## src/rtl/fetch_unit.sv

```systemverilog
`default_nettype none
// ============================================================================
// Module   : fetch_unit
// Purpose  : Instruction fetch stage. Owns the program counter, issues
//            in-order word requests to instruction memory, buffers returned
//            words with their PCs in a small FIFO and hands them to the
//            decoder over valid/ready. A redirect from execute flushes the
//            FIFO and drops responses that are still in flight.
// Revision : 1.0 - initial release
// ----------------------------------------------------------------------------
// Parameters
//   RESET_PC : first PC fetched after reset
//   DEPTH    : FIFO entries and maximum requests in flight (power of two, >=2)
// Ports
//   clk, rst_n          : clock, asynchronous active-low reset
//   imem_req/addr       : request valid / byte address (word aligned)
//   imem_gnt            : request accepted this cycle
//   imem_rvalid/rdata   : in-order response valid / instruction word
//   redirect_valid/pc   : flush and restart fetch at redirect_pc
//   inst_valid/inst/pc  : head FIFO entry presented to the decoder
//   inst_ready          : decoder consumes the head entry
//   misalign_err        : one-cycle pulse after a misaligned redirect
// Configuration
//   FETCH_ALIGN_CHECK_EN : when defined, misalign_err reports redirects whose
//                          target has nonzero bits [1:0]; otherwise tied 0.
// ============================================================================
module fetch_unit #(
    parameter logic [31:0] RESET_PC = 32'h0000_0000,
    parameter int          DEPTH    = 2
) (
    input  logic        clk,
    input  logic        rst_n,
    output logic        imem_req,
    output logic [31:0] imem_addr,
    input  logic        imem_gnt,
    input  logic        imem_rvalid,
    input  logic [31:0] imem_rdata,
    input  logic        redirect_valid,
    input  logic [31:0] redirect_pc,
    output logic        inst_valid,
    output logic [31:0] inst,
    output logic [31:0] inst_pc,
    input  logic        inst_ready,
    output logic        misalign_err
);

    localparam int PTR_W = $clog2(DEPTH);
    localparam int CNT_W = $clog2(DEPTH + 1);
    localparam int SUM_W = CNT_W + 1;

    logic [31:0]      pc;
    logic [31:0]      rsp_pc;
    logic [CNT_W-1:0] outstanding;
    logic [CNT_W-1:0] discard;
    logic [CNT_W-1:0] count;
    logic [PTR_W-1:0] rd_ptr;
    logic [PTR_W-1:0] wr_ptr;
    logic             run;

    logic [31:0]      fifo_pc   [DEPTH];
    logic [31:0]      fifo_word [DEPTH];

    logic             pop;
    logic             grant;
    logic             rsp;
    logic             drop;
    logic             push;
    logic [SUM_W-1:0] in_use;
    logic [31:0]      redirect_aligned;

    assign pop   = inst_valid && inst_ready;
    assign grant = imem_req && imem_gnt;
    // A response with nothing outstanding is a memory protocol violation
    // (e.g. a stale word after reset) and is ignored.
    assign rsp   = imem_rvalid && (outstanding != '0);
    assign drop  = rsp && (discard != '0);
    assign push  = rsp && (discard == '0);

    assign redirect_aligned = {redirect_pc[31:2], 2'b00};

    // Credit check: entries that will still be buffered after this cycle's
    // pop plus words already granted must leave room for one more. This
    // makes the FIFO impossible to overflow and gives the intended
    // combinational path from inst_ready to imem_req.
    assign in_use    = SUM_W'(count) + SUM_W'(outstanding) - SUM_W'(pop);
    assign imem_req  = run && !redirect_valid && (in_use < SUM_W'(DEPTH));
    assign imem_addr = pc;

    assign inst_valid = (count != '0);
    assign inst       = fifo_word[rd_ptr];
    assign inst_pc    = fifo_pc[rd_ptr];

    always_ff @(posedge clk or negedge rst_n) begin
        if (!rst_n) begin
            run         <= 1'b0;
            pc          <= RESET_PC;
            rsp_pc      <= RESET_PC;
            outstanding <= '0;
            discard     <= '0;
            count       <= '0;
            rd_ptr      <= '0;
            wr_ptr      <= '0;
        end else begin
            // Holds requests off for the cycle in which reset is released.
            run <= 1'b1;
            if (redirect_valid) begin
                pc          <= redirect_aligned;
                rsp_pc      <= redirect_aligned;
                count       <= '0;
                rd_ptr      <= '0;
                wr_ptr      <= '0;
                // A response landing in the redirect cycle is already gone,
                // so only the remainder has to be discarded later.
                outstanding <= outstanding - CNT_W'(rsp);
                discard     <= outstanding - CNT_W'(rsp);
            end else begin
                if (grant) begin
                    pc <= pc + 32'd4;
                end
                outstanding <= outstanding + CNT_W'(grant) - CNT_W'(rsp);
                if (drop) begin
                    discard <= discard - CNT_W'(1);
                end
                if (push) begin
                    rsp_pc <= rsp_pc + 32'd4;
                    wr_ptr <= wr_ptr + PTR_W'(1);
                end
                if (pop) begin
                    rd_ptr <= rd_ptr + PTR_W'(1);
                end
                count <= count + CNT_W'(push) - CNT_W'(pop);
            end
        end
    end

    // Storage needs no reset: entries are only visible through count.
    always_ff @(posedge clk) begin
        if (push && !redirect_valid) begin
            fifo_pc[wr_ptr]   <= rsp_pc;
            fifo_word[wr_ptr] <= imem_rdata;
        end
    end

`ifdef FETCH_ALIGN_CHECK_EN
    logic misalign_q;

    always_ff @(posedge clk or negedge rst_n) begin
        if (!rst_n) begin
            misalign_q <= 1'b0;
        end else begin
            misalign_q <= redirect_valid && (redirect_pc[1:0] != 2'b00);
        end
    end

    assign misalign_err = misalign_q;
`else
    // Low target bits are cleared silently in this build.
    logic unused_low_bits;
    assign unused_low_bits = ^redirect_pc[1:0];
    assign misalign_err    = 1'b0;
`endif

endmodule
`default_nettype wire

```

## config.mk

```make
export PLATFORM = sky130hd
export DESIGN_NAME = fetch_unit
export DESIGN_NICKNAME = d
export VERILOG_FILES = /design/src/rtl/fetch_unit.sv
export SDC_FILE = /design/constraint.sdc
export NUM_CORES = 1
export LEC_CHECK = 0
export ABC_CLOCK_PERIOD_IN_PS = 6700
export CORE_UTILIZATION = 50
export CTS_CLUSTER_SIZE = 16
export DETAILED_ROUTE_END_ITERATION = 10
export GPL_ROUTABILITY_DRIVEN = 0
export PLACE_DENSITY = 0.78
export SKIP_CTS_REPAIR_TIMING = 1
export SYNTH_ARGS = -nofsm -noshare
export SYNTH_HDL_FRONTEND = slang
export SYNTH_SLANG_ARGS = --single-unit
export TNS_END_PERCENT = 30
```

## constraint.sdc

```tcl
create_clock -name clk -period 6.7 [get_ports clk]
set_input_delay 1.34 -clock clk [delete_from_list [all_inputs] [get_ports clk]]
set_output_delay 1.34 -clock clk [all_outputs]
set_load 0.005 [all_outputs]
```

==> flow_summary.toml <==
[place]
dp_hpwl_um = 12800
post-place-ws_ns = 1.89
placedCellCount = 980
io_buffers = 161

[timing]
max_slew_margin_pct = 16.0
slew_viol_final = 0
setup-violations-final = 0
setup_ws_ns = 1.89
fin_skew_ns = 0.00967
post-route-period-util_pct = 71.8
hold_violations = 0
tns_ns = 0
fin_crit_ns = 4.81
rsz0062_at_grt = "false"
fmax_mhz = 208
worst_pin_slew_ns = 1.26

[power_and_ir_drop]
p_sw_share_pct = 27.9
ir_drop_v = 0.000214
p_int_mw = 2.35
pwr-share-clk_pct = 28.9
p_leak_nw = 3.89
power_density_nw_per_um2 = 301
switchingPower_mw = 0.911
combPwrFrac_pct = 25.1
seqPwrFrac_pct = 46.0

[critical_path]
critPathSlowestCell = "clkdlybuf4s50_1"
cp.depth = 8
arrival_ns = 3.47
crit_chain = "clkdlybuf4s50_1 -> nand2_1 -> nor2_1 -> o21ai_0 -> fa_1 -> xnor2_1 -> nor3_1 -> clkdlybuf4s50_1"
cp_num_buf_inv = 2
r2r_setup_slack_ns = 3.53
start_kind = "input pin"
timing.rr.end = "imem_addr[16]$_DFFE_PN0P_"
max_stage_delay_ns = 0.53
crit_type = "input pin to output port"
critPathMostFrequentCell = "clkdlybuf4s50_1"
critPathMaxFanout = 3
ff2ff_path_depth = 8
r2r-start = "outstanding[1]$_DFF_PN0_"
worst_setup_path_end_kind = "output port"
crit_family = "buffers and inverters"
required_ns = 5.36

[finish]
fin_nets = 859
drive_gt1_share_pct = 16.2
antennaDiodeCount = 0
area_growth_pct = 28.2
num-fill-cells = 1217
final_cells = 1012

[drt]
first_pass_iters = 5
first_iter_violations = 427
drc = 0
vias_per_cell = 5.58
wl_per_cell_um = 18.5
ant_nets = 0
drt-total-wl_um = 18700
vias = 5650

[synthesis]
ys_warn_count = 0
synth.cell_area_um2 = 8460
synth-edff-count = 124
synth_ff_type = "edfxtp_1"
synth_seq_cells = 193
postSynth.asyncResetShare_pct = 35.8
avgSynthCellArea_um2 = 13.7
syn_inst = 617
synth_cell_types = 55
seq_area_frac_synth_pct = 64.4

[cts]
clk_pin_slew_worst_paths_ns = 0.07
cts_made_buffers = 17
htree_levels = 4
clk_latency_ns = 0.43
cts_tree = "built"
cts_max_path_buffers = 2
ctsRootBufferMaster = "clkbuf_16"
clock-sinks = 193

[global_route]
grt_max_degree = 70
antenna_found_initial = 0
grt_usage_pct = 22.4
grt_pass1_wl_um = 30000
first_global_vias = 5753
overflow = 0

[min_path]
holdPathEnd = "fifo_pc[0][31]$_DFFE_PP_"
hold_depth = 0
min_from = "rsp_pc[31]$_DFFE_PN0N_"
min_path_type = "flip-flop to flip-flop"

[die]
chipHeight_um = 132
die-area_um2 = 17400
die_x_um = 132
num_rows = 47
pin_count = 169
core_um2 = 16500
initial_utilization_pct = 51.2

[run_status]
status = "completed"

[job]
cap_violations = 0
logic make-up (layout without fill, tap and decap cells):
logic type | Yosys count | after routing | synth area share, %
DFF | 193 | 193 | 64.4
and+or+nand+nor | 171 | 171 | 11.2
AOI/OAI and AO/OA | 77 | 77 | 5.90
muxes | 74 | 74 | 9.84
buffers and inverters | 46 | 217 | 2.43
xor gates and xnor gates | 44 | 44 | 4.56
adders and majority gates | 10 | 10 | 1.57
other | 2 | 6 | 0.0888
per-stage QoR:
stage	instance area [um^2]	total power, mW	hold slack, ns	util (%)
6_report	10800	3.26	0.509	65.6
4_1_cts	10800	3.29	0.510	65.6
2_1_floorplan	8480	1.93	0.459	-
3_5_place_dp	10300	2.35	0.494	62.3
5_1_grt	10800	3.41	0.527	65.6
3_3_place_gp	10300	2.32	0.469	62.3
placed cells by master, fill, tap and decap left out, drive strengths merged, types with 2 or more instances in the layout:
cell | synthesis | layout
o21a | 2 | 2
a31o | 3 | 3
nor4 | 4 | 4
conb | 2 | 6
and4 | 5 | 5
and3 | 12 | 12
nand2 | 54 | 54
xor2 | 24 | 24
clkbuf | 9 | 17
a21boi | 2 | 2
nor2b | 3 | 3
and2 | 7 | 7
edfxtp | 124 | 124
inv | 17 | 25
buf | 20 | 9
dfrtp | 69 | 69
o21ai | 34 | 34
clkdlybuf4s50 | 0 | 159
a21oi | 6 | 6
nor3 | 7 | 7
nor2 | 17 | 17
a31oi | 2 | 2
o211ai | 14 | 14
clkinvlp | 0 | 2
ha | 9 | 9
nand3 | 21 | 21
mux2 | 73 | 73
xnor2 | 20 | 20
o311ai | 7 | 7
or4 | 2 | 2
or3 | 5 | 5
clkinv | 0 | 5
nand4 | 30 | 30
area by class of cell:
| type | instances | area, um^2 | share of cell area [%] |
|---|---|---|---|
| clock buffers | 17 | 425 | 3.92 |
| flip-flops and latches | 193 | 5450 | 50.3 |
| clock inverters | 15 | 125 | 1.15 |
| multi-input cells | 382 | 2830 | 26.1 |
| well taps | 220 | 275 | 2.54 |
| repair buffers | 168 | 1670 | 15.4 |
| inverters | 17 | 68.8 | 0.635 |
worst max-delay path by stage:
stage                         from                       end  slack [ns]
global placement        inst_ready                  imem_req        1.86
floorplan           redirect_valid  fifo_pc[0][10]$_DFFE_PP_        1.83
CTS                     inst_ready                  imem_req        1.88
detailed placement      inst_ready                  imem_req        1.89
finish                  inst_ready                  imem_req        1.89
global route            inst_ready                  imem_req        1.69
synth_stat cells (all sizes together), types with 4 or more instances:
| library cell | instances | area share, % |
|---|---|---|
| edfxtp | 124 | 44 |
| mux2 | 73 | 9.7 |
| dfrtp | 69 | 20 |
| nand2 | 54 | 2.4 |
| o21ai | 34 | 2.0 |
| nand4 | 30 | 2.4 |
| xor2 | 24 | 2.5 |
| nand3 | 21 | 1.4 |
| buf | 20 | 1.2 |
| xnor2 | 20 | 2.1 |
| inv | 17 | 0.81 |
| nor2 | 17 | 0.75 |
| o211ai | 14 | 1.2 |
| and3 | 12 | 0.90 |
| clkbuf | 9 | 0.40 |
| ha | 9 | 1.3 |
| and2 | 7 | 0.52 |
| nor3 | 7 | 0.41 |
| o311ai | 7 | 0.72 |
| a21oi | 6 | 0.36 |
| and4 | 5 | 0.52 |
| or3 | 5 | 0.37 |
| nor4 | 4 | 0.80 |
state kept, by name, indices dropped and copies added (netlist names):
name	count
discard	2
fifo_pc	60
fifo_word	64
run	1
rsp_pc	30
outstanding	2
wr_ptr	1
imem_addr	30
count	2
rd_ptr	1
per-layer routing:
| layer | wire (um) | track usage (%) |
|---|---|---|
| met5 | 0 | 0 |
| met1 | 7750 | 28.3 |
| met3 | 1270 | 5.54 |
| met2 | 9320 | 37.5 |
| met4 | 344 | 8.66 |
power groups by stage:
stage | Sequential [mW] | Clock (mW) | Combinational (mW)
2_1_floorplan | 1.48 | 0 | 0.447
3_3_place_gp | 1.52 | 0 | 0.802
3_5_place_dp | 1.53 | 0 | 0.823
4_1_cts | 1.50 | 0.961 | 0.828
5_1_grt | 1.52 | 1.01 | 0.886
6_report | 1.50 | 0.942 | 0.819
worst register-to-register path, delay by kind of cell, from the launching register on:
kind	cells	cell delay (ns)
compound gates	1	0.22
fa+ha+maj	2	0.89
simple gates	4	1.44
buf+inv	1	0.10
flops	1	0.41
Power figures use the tool's default switching activity.
